File: src/rtl/result_bcd_formatter_if.sv
// result_bcd_formatter_if: input/output handshake bundle for the BCD formatter
// Ports (signals):
//   in_valid/in_ready/in_result/in_error    binary word from the calculator
//   out_valid/out_ready/out_bcd/out_error/out_neg  packed BCD digits to the display
//   busy                                    conversion in progress
// Modports: master drives the inputs and consumes results; slave is the formatter.
interface result_bcd_formatter_if #(
    parameter int WIDTH  = 16,
    parameter int DIGITS = 5
);
    logic                  in_valid;
    logic                  in_ready;
    logic [WIDTH-1:0]      in_result;
    logic                  in_error;
    logic                  out_valid;
    logic                  out_ready;
    logic [4*DIGITS-1:0]   out_bcd;
    logic                  out_error;
    logic                  out_neg;
    logic                  busy;
    modport master (
        output in_valid, in_result, in_error, out_ready,
        input  in_ready, out_valid, out_bcd, out_error, out_neg, busy
    );
    modport slave (
        input  in_valid, in_result, in_error, out_ready,
        output in_ready, out_valid, out_bcd, out_error, out_neg, busy
    );
endinterface

File: src/rtl/result_bcd_formatter.sv
// result_bcd_formatter: sequential double-dabble binary-to-BCD converter, one bit per clock
// Ports:
//   clk  rising-edge clock
//   rst  synchronous active-high reset
//   bus  result_bcd_formatter_if.slave (input word handshake, BCD output handshake, busy)
// Optional: define BCD_SIGNED_EN to treat in_result as two's complement and report out_neg.
module result_bcd_formatter #(
    parameter int WIDTH  = 16,
    parameter int DIGITS = 5
) (
    input  logic                   clk,
    input  logic                   rst,
    result_bcd_formatter_if.slave  bus
);
    localparam int CW = $clog2(WIDTH + 1);
    localparam logic [CW-1:0] FULL = CW'(WIDTH);
    localparam logic [CW-1:0] LAST = CW'(1);
    typedef enum logic [1:0] {IDLE, SHIFT, DONE} state_t;
    state_t              state, state_n;
    logic [WIDTH-1:0]    bin;
    logic [WIDTH-1:0]    mag;
    logic [4*DIGITS-1:0] acc;
    logic [4*DIGITS-1:0] adj;
    logic [4*DIGITS-1:0] bcd;
    logic [CW-1:0]       cnt;
    logic                err;
    logic                fire;
    genvar g;
    assign fire = (state == IDLE) && bus.in_valid;
    // add-3 correction on every digit before the shift
    for (g = 0; g < DIGITS; g++) begin : g_adj
        assign adj[4*g +: 4] = (acc[4*g +: 4] >= 4'd5) ? acc[4*g +: 4] + 4'd3 : acc[4*g +: 4];
    end
`ifdef BCD_SIGNED_EN
    logic neg_p;
    logic neg;
    assign mag = bus.in_result[WIDTH-1] ? ~bus.in_result + 1'b1 : bus.in_result;
    always_ff @(posedge clk) begin
        if (rst) begin
            neg_p <= 1'b0;
            neg   <= 1'b0;
        end else if (fire) begin
            neg_p <= bus.in_result[WIDTH-1];
            if (bus.in_error)
                neg <= 1'b0;
        end else if (state == SHIFT && cnt == LAST) begin
            neg <= neg_p;
        end
    end
    assign bus.out_neg = neg;
`else
    assign mag = bus.in_result;
    assign bus.out_neg = 1'b0;
`endif
    always_ff @(posedge clk) begin
        if (rst)
            state <= IDLE;
        else
            state <= state_n;
    end
    always_comb begin
        state_n = state;
        if (fire)
            state_n = bus.in_error ? DONE : SHIFT;
        else if (state == SHIFT && cnt == LAST)
            state_n = DONE;
        else if (state == DONE && bus.out_ready)
            state_n = IDLE;
    end
    always_ff @(posedge clk) begin
        if (rst) begin
            bin <= '0;
            acc <= '0;
            cnt <= '0;
            bcd <= '0;
            err <= 1'b0;
        end else if (fire) begin
            acc <= '0;
            if (bus.in_error) begin
                bcd <= {DIGITS{4'hE}};
                err <= 1'b1;
            end else begin
                bin <= mag;
                cnt <= FULL;
            end
        end else if (state == SHIFT) begin
            {acc, bin} <= {adj, bin} << 1;
            cnt <= cnt - LAST;
            // final shift lands directly in the output register
            if (cnt == LAST) begin
                bcd <= {adj[4*DIGITS-2:0], bin[WIDTH-1]};
                err <= 1'b0;
            end
        end
    end
    assign bus.in_ready  = (state == IDLE);
    assign bus.out_valid = (state == DONE);
    assign bus.busy      = (state == SHIFT);
    assign bus.out_bcd   = bcd;
    assign bus.out_error = err;
endmodule

File: src/flat_wrapper.sv
// flat-port wrapper written by rule: the top's interface ports become plain ports
module result_bcd_formatter_flat 
#(
    parameter int WIDTH  = 16,
    parameter int DIGITS = 5
)
  (clk, rst, bus_in_valid, bus_in_result, bus_in_error, bus_out_ready, bus_in_ready, bus_out_valid, bus_out_bcd, bus_out_error, bus_out_neg, bus_busy);
  result_bcd_formatter_if #(.WIDTH(WIDTH), .DIGITS(DIGITS)) bus_i ();
  input  logic clk;
  input  logic rst;
  input wire logic [$bits(bus_i.in_valid)-1:0] bus_in_valid;
  input wire logic [$bits(bus_i.in_result)-1:0] bus_in_result;
  input wire logic [$bits(bus_i.in_error)-1:0] bus_in_error;
  input wire logic [$bits(bus_i.out_ready)-1:0] bus_out_ready;
  output wire logic [$bits(bus_i.in_ready)-1:0] bus_in_ready;
  output wire logic [$bits(bus_i.out_valid)-1:0] bus_out_valid;
  output wire logic [$bits(bus_i.out_bcd)-1:0] bus_out_bcd;
  output wire logic [$bits(bus_i.out_error)-1:0] bus_out_error;
  output wire logic [$bits(bus_i.out_neg)-1:0] bus_out_neg;
  output wire logic [$bits(bus_i.busy)-1:0] bus_busy;
  assign bus_i.in_valid = bus_in_valid;
  assign bus_i.in_result = bus_in_result;
  assign bus_i.in_error = bus_in_error;
  assign bus_i.out_ready = bus_out_ready;
  assign bus_in_ready = bus_i.in_ready;
  assign bus_out_valid = bus_i.out_valid;
  assign bus_out_bcd = bus_i.out_bcd;
  assign bus_out_error = bus_i.out_error;
  assign bus_out_neg = bus_i.out_neg;
  assign bus_busy = bus_i.busy;
  result_bcd_formatter #(.WIDTH(WIDTH), .DIGITS(DIGITS)) u_core (.clk(clk), .rst(rst), .bus(bus_i));
endmodule
File: config.mk
export PLATFORM = sky130hd
export DESIGN_NAME = result_bcd_formatter_flat
export DESIGN_NICKNAME = d
export VERILOG_FILES = /design/src/rtl/result_bcd_formatter_if.sv /design/src/rtl/result_bcd_formatter.sv /design/src/flat_wrapper.sv
export SDC_FILE = /design/constraint.sdc
export NUM_CORES = 1
export LEC_CHECK = 0
export ABC_AREA = 1
export BUFFER_PORTS_ARGS = -buffer_cell sky130_fd_sc_hd__buf_4
export CORE_MARGIN = 3
export CORE_UTILIZATION = 57
export DETAILED_ROUTE_END_ITERATION = 16
export GPL_TIMING_DRIVEN = 0
export PLACE_DENSITY = 0.83
export SLEW_MARGIN = 20
export SYNTH_ARGS = -nofsm -noshare
export SYNTH_HDL_FRONTEND = slang
export SYNTH_SLANG_ARGS = --single-unit
export TNS_END_PERCENT = 30
File: constraint.sdc
create_clock -name clk -period 1.85 [get_ports clk]
set_input_delay 0.2775 -clock clk [delete_from_list [all_inputs] [get_ports clk]]
set_output_delay 0.2775 -clock clk [all_outputs]
set_load 0.005 [all_outputs]
==> metrics.csv, run 1 <==
metric,value,unit
DP Worst Slack,0.285,ns
1st-iter DRT viols,211,
"Setup violations, final",0,
clock skew,0.00765,ns
vias,3202,
Worst Hold Depth,2,
Reg power frac,45.1,%
fin area,0.00393,mm²
Internal,2.45,mW
startpoint types,register,
min-delay src,rst,
Syn Area/Cell,6.74,µm²
Hold EP,u_core.state[0]$_SDFFE_PP0P_,
switching share of power,31.5,%
worst path bufs/invs,3,
RSZ-0062 raised after global routing,false,
final max-slew violation count,0,
Post-DP HPWL,5.41,mm
setup_tns,0,ns
mapped cell area,0.00333,mm²
Initial Util,59.7,%
"commonest non-fill, non-tap cells in the layout","nand2_1 (120), inv_1 (74), dfxtp_1 (64), buf_4 (49), nor2_1 (46)",
Worst Tran Pin Value,0.545,ns
Hold Buf Count CTS,0,
gr usage total,24.0,%
min Tclk post-route,1.70,ns
CTS tree,yes,
H-tree depth,3,
Clock Latency Late Sink,0.34,ns
"commonest non-fill, non-tap cell in the layout",nand2_1,
Crit. End Element,output pin,
ANT nets after route,0,
via/cell ratio,5.12,
diode count,0,
fmax,588,MHz
Post-Place Cell Area,0.00374,mm²
PD cells,911,mW/mm²
core area,0.00557,mm²
worst-case clock buffer depth,2,
Slew Limit Headroom,63.6,%
final number of hold-violating endpoints,0,
# IOs,46,
clock slew at reported path FFs,0.06,ns
DR WL/cell,12.2,µm
status,"finished, final reports clean",
die area,0.00679,mm²
R2R Path Start,u_core.state[0]$_SDFFE_PP0P_,
Area Growth Syn to Fin,18.0,%
remaining routing DRC violations,0,
vias in the first global route,2880,
Combinational Power Share,25.1,%
worst IR drop on VDD,0.549,mV
Psw,1.13,mW
synth warn,0,
CP required,1.57,ns
# rows,27,
die width,82.4,µm
crit-path max cell delay,0.38,ns
max-cap viol count,0,
Worst R2R Setup Slack,0.24,ns
fin worst setup slack,0.149,ns
Post-Syn Instances,494,
CTS buffer count,9,
Crit path depth,4,
Synth Register Bits,64,
"Largest delay share family, worst path",buffers and inverters,
chip height,82.4,µm
CTS Root Cell,clkbuf_8,
Synth top area share,38.5,%
CP max stage cell,dfxtp_1,
Netlist cell types,25,
reg2reg end,u_core.bus.out_bcd[2]$_SDFFE_PP0P_,
"Max FO, Critical Path",10,
CTS sink cnt,64,
nets,583,
GR Overflow Total,0,
first-pass GRT wire length,12.6,mm
sequential area share after synthesis,38.5,%
Final Wtd Congestion,0.864,
post-synth top area cell,dfxtp_1,
worst hold path type,primary input to register,
initial antenna violation count,0,
cells along the critical path,nor2_2 -> buf_6 -> buf_2 -> buf_4,
net count after synthesis,527,
Final Cycle Share,92.0,%
First-pass DRT Iterations,5,
layout cell share with drive strength beyond 1,17.9,%
Setup CP Type,register to output pin,
PortBufs,43,
Pleak,1.97,nW
clock power share,29.8,%
Reg2Reg Depth,8,
arrival time at the worst endpoint,1.42,ns
largest net degree at the start of global routing,16,
synth top area cells,"dfxtp_1 (38%), nand2_1 (14%), inv_1 (8.3%)",
drt total wl,7.64,mm
-- flip-flops by register name, indices dropped and copies added (netlist names) --
signal                flops
u_core.cnt                5
u_core.bin               16
u_core.bus.out_error      1
u_core.bus.out_bcd       20
u_core.state              2
u_core.acc               20
-- cell type report --
type | count | area [µm²]
fill | 477 | 1650
multi-input combinational | 331 | 1610
sequential | 64 | 1280
timing repair buffer | 46 | 345
inverter | 76 | 285
clock buffer | 15 | 166
buffer | 22 | 145
tap | 72 | 90.1
-- power groups by stage --
| stage | clock network (mW) | logic (mW) | registers (mW) |
|---|---|---|---|
| 3_3_place_gp | 0 | 0.854 | 1.64 |
| 3_5_place_dp | 0 | 0.880 | 1.64 |
| 6_report | 1.07 | 0.898 | 1.61 |
| 4_1_cts | 1.08 | 0.882 | 1.61 |
| 5_1_grt | 1.13 | 1.02 | 1.63 |
| 2_1_floorplan | 0 | 0.614 | 1.63 |
-- metrics by stage --
step | hold WS [ns] | cells | power (mW) | util [%]
floorplan | 0.392 | 494 | 2.24 | -
global placement | 0.434 | 609 | 2.49 | 67.1
detailed placement | 0.440 | 609 | 2.52 | 67.1
CTS | 0.155 | 623 | 3.57 | 70.1
global route | 0.178 | 626 | 3.78 | 70.5
finish | 0.160 | 626 | 3.58 | 70.5
-- worst max path at each step --
stage / startpoint / endpoint
after floorplan: u_core.cnt[0]$_SDFFE_PP0P_ / u_core.bus.out_bcd[10]$_SDFFE_PP0P_
after global placement: u_core.cnt[1]$_SDFFE_PP0P_ / u_core.bus.out_bcd[2]$_SDFFE_PP0P_
after detailed placement: u_core.state[0]$_SDFFE_PP0P_ / u_core.bus.out_bcd[2]$_SDFFE_PP0P_
after CTS: u_core.state[0]$_SDFFE_PP0P_ / u_core.bus.out_bcd[2]$_SDFFE_PP0P_
after global routing: u_core.state[0]$_SDFFE_PP0P_ / u_core.bus.out_bcd[2]$_SDFFE_PP0P_
final: u_core.state[1]$_SDFFE_PP0P_ / bus_in_ready
-- logic make-up (layout without fill, tap and decap cells) --
group / count (synthesis) / count (layout) / synth area share [%]
AND/OR/NAND/NOR: 228 / 228 / 29.9
buffers and inverters: 99 / 159 / 13.0
adder cells (fa/ha/maj): 12 / 12 / 4.51
AO/OA/AOI/OAI: 87 / 87 / 13.2
XOR/XNOR: 3 / 3 / 0.789
flip-flops: 64 / 64 / 38.5
other: 1 / 1 / 0.113
-- Yosys cell counts, drive strengths merged --
master	count
a21oi	41
buf	15
clkbuf	8
conb	1
dfxtp	64
ha	12
inv	76
nand2	132
nand3	37
nand4	1
nor2	57
nor3	1
o21ai	44
o22ai	2
xor2	3
-- repair_timing --
action	CTS	global route
pin swaps	0	1
setup buffers	0	3
gates resized for setup	0	0
endpoints found under the setup margin	1	18
-- layer usage --
layer	part of all wire, %	GRT usage, %
met5	0	0
met1	46	30.9
met3	5.4	4.56
met4	1.9	11.6
met2	46	38.3
Note: power is estimated with default switching activity, not from simulation.
==> inputs of run 2 (changes only) <==
- ABC_AREA: 1 -> 0
- CORE_UTILIZATION: 57 -> 56
==> metrics.csv, run 2 <==
metric,value,unit
PD cells,906,mW/mm²
diode count,0,
final max-slew violation count,0,
vias in the first global route,2600,
R2R Path Start,u_core.state[0]$_SDFFE_PP0P_,
Final Util,70.1,%
die area,0.00630,mm²
# rows,26,
Clock Latency Late Sink,0.33,ns
PortBufs,44,
RSZ-0062 raised after global routing,false,
clock skew,0.0109,ns
1st-iter DRT viols,112,
remaining routing DRC violations,0,
Post-Syn Instances,326,
worst hold path type,primary input to register,
GR Overflow Total,0,
"Setup violations, final",0,
"top cells by count, synth","dfxtp_1 (64), nor2_1 (32), a211oi_1 (26)",
largest net degree at the start of global routing,11,
reg2reg end,u_core.bus.out_bcd[10]$_SDFFE_PP0P_,
CP required,1.57,ns
layout cell share with drive strength beyond 1,24.7,%
synth top area cells,"dfxtp_1 (43%), a211oi_1 (6.5%), a211oi_2 (5.8%)",
CTS Root Cell,clkbuf_8,
worst path bufs/invs,4,
chip height,79.4,µm
Post-Place Cell Area,0.00343,mm²
Initial Util,58.3,%
Final Cycle Share,91.9,%
Worst R2R Setup Slack,0.19,ns
die width,79.4,µm
Reg2Reg Depth,8,
ANT nets after route,0,
Final Wtd Congestion,0.818,
gr usage total,24.1,%
sequential area share after synthesis,42.5,%
worst-case clock buffer depth,2,
cells along the critical path,buf_4 -> nand2_2 -> inv_2 -> clkbuf_2 -> buf_4,
Hold EP,u_core.bin[0]$_SDFFE_PP0P_,
core area,0.00517,mm²
clock slew at reported path FFs,0.07,ns
initial antenna violation count,0,
First-pass DRT Iterations,4,
net count after synthesis,359,
CTS buffer count,9,
setup_tns,0,ns
Slew Limit Headroom,51.1,%
"Primary FF master, synth",dfxtp_1,
Syn Area/Cell,9.25,µm²
# IOs,46,
"commonest non-fill, non-tap cell in the layout",dfxtp_1,
CTS sink cnt,64,
arrival time at the worst endpoint,1.42,ns
CTS tree,yes,
final number of hold-violating endpoints,0,
drt total wl,6.87,mm
most frequent cell after synthesis,dfxtp_1,
post-synth top area cell,dfxtp_1,
Netlist cell types,36,
max-cap viol count,0,
startpoint types,register,
Setup CP Type,register to output pin,
status,"finished, final reports clean",
nets,414,
"Max FO, Critical Path",10,
"commonest non-fill, non-tap cells in the layout","dfxtp_1 (63), buf_4 (50), nor2_1 (32), a211oi_1 (26)",
CP max stage cell,dfxtp_1,
Area Growth Syn to Fin,20.2,%
Synth Register Bits,64,
Synth top area share,42.5,%
min-delay src,bus_in_result[0],
filler instances,409,
mapped cell area,0.00301,mm²
first-pass GRT wire length,11.9,mm
Post-DP HPWL,4.83,mm
"most used cell, CP",buf_4,
Worst Tran Pin Value,0.734,ns
H-tree depth,3,
crit-path max cell delay,0.31,ns
min Tclk post-route,1.70,ns
worst IR drop on VDD,0.730,mV
Worst Hold Depth,3,
"Largest delay share family, worst path",buffers and inverters,
Crit. End Element,output pin,
Pleak,1.36,nW
fmax,588,MHz
synth warn,0,
"FFs w/ async S/R, synth",0,%
fin area,0.00362,mm²
DR WL/cell,15.1,µm
vias,2571,
"EDFF count, synth",0,
via/cell ratio,5.65,
## run 2: cell count changes after synthesis, moves of 15 or more
cell / previous run / this run
a21oi_1: 41 / 21
nand3_1: 36 / 2
mux2i_1: 0 / 15
a211oi_1: 0 / 26
inv_1: 74 / 12
nand2_1: 120 / 16
o21ai_0: 44 / 4
nor3_1: 1 / 21
## run 2: report_power, final
part | internal (mW) | leakage [nW] | switching (mW)
Combinational | 0.270 | 0.740 | 0.299
Clock | 0.651 | 0.0925 | 0.517
Sequential | 1.48 | 0.524 | 0.0653
Total | 2.40 | 1.36 | 0.882
## run 2: how the worst max path moves through the flow
| stage | endpoint | from | depth (start not counted) | slack (ns) |
|---|---|---|---|---|
| after detailed placement | u_core.bus.out_bcd[15]$_SDFFE_PP0P_ | u_core.state[1]$_SDFFE_PP0P_ | 7 | 0.13 |
| final | bus_busy | u_core.state[0]$_SDFFE_PP0P_ | 5 | 0.15 |
| after global routing | u_core.bin[13]$_SDFFE_PP0P_ | u_core.state[0]$_SDFFE_PP0P_ | 6 | 0.03 |
| after floorplan | u_core.bus.out_bcd[18]$_SDFFE_PP0P_ | u_core.acc[17]$_SDFFE_PP0P_ | 6 | 0.36 |
| after global placement | u_core.bus.out_bcd[18]$_SDFFE_PP0P_ | u_core.state[1]$_SDFFE_PP0P_ | 7 | 0.15 |
| after CTS | bus_busy | u_core.state[1]$_SDFFE_PP0P_ | 5 | 0.08 |
## run 2: logic make-up (layout without fill, tap and decap cells)
kind of cell	after synthesis	in the layout	share of synthesized area [%]
adder cells (fa/ha/maj)	12	12	4.98
other	1	1	0.124
flip-flops	64	64	42.5
multiplexers	20	20	6.85
AO/OA/AOI/OAI	83	83	20.4
XOR/XNOR	8	8	2.32
AND/OR/NAND/NOR	99	99	16.6
buffers and inverters	39	98	6.23
## run 2: area by class of cell
cell class | instances | area (µm²) | share of cell area (%)
timing repair buffer | 44 | 330 | 9.12
sequential | 64 | 1280 | 35.4
inverter | 15 | 56.3 | 1.55
clock buffer | 12 | 145 | 4.01
tap | 70 | 87.6 | 2.42
multi-input combinational | 223 | 1550 | 42.6
buffer | 24 | 134 | 3.69
clock inverter | 3 | 42.5 | 1.17
## run 2: through the flow
step | hold WS [ns] | instances | setup WS, ns | power (mW)
detailed placement | 0.471 | 440 | 0.127 | 2.14
floorplan | 0.414 | 326 | 0.357 | 1.95
global placement | 0.459 | 440 | 0.155 | 2.12
CTS | 0.193 | 455 | 0.0841 | 3.30
global route | 0.209 | 455 | 0.0328 | 3.44
finish | 0.198 | 455 | 0.149 | 3.28
## run 2: worst register-to-register path: stages (launching register included)
cell,delay (ns)
dfxtp_1,0.30
buf_4,0.16
nor3b_2,0.18
buf_4,0.21
and2_1,0.14
buf_4,0.16
buf_6,0.17
nor3_1,0.07
a211oi_2,0.19
## run 2: timing repair
action	in CTS	in global routing
pin swaps	0	0
gates resized for setup	1	3
hold buffers	0	0
setup endpoints to repair	1	9
setup buffers	0	0
## run 2: routing by layer
metal  global-route usage [%]  vias to the layer above  wire length [µm]
met1                     30.0                     1219              3070
li1                         -                     1277                 -
met5                        0                        -                 0
met4                     11.5                        0               153
met3                     3.63                       13               287
met2                     40.7                       62              3350
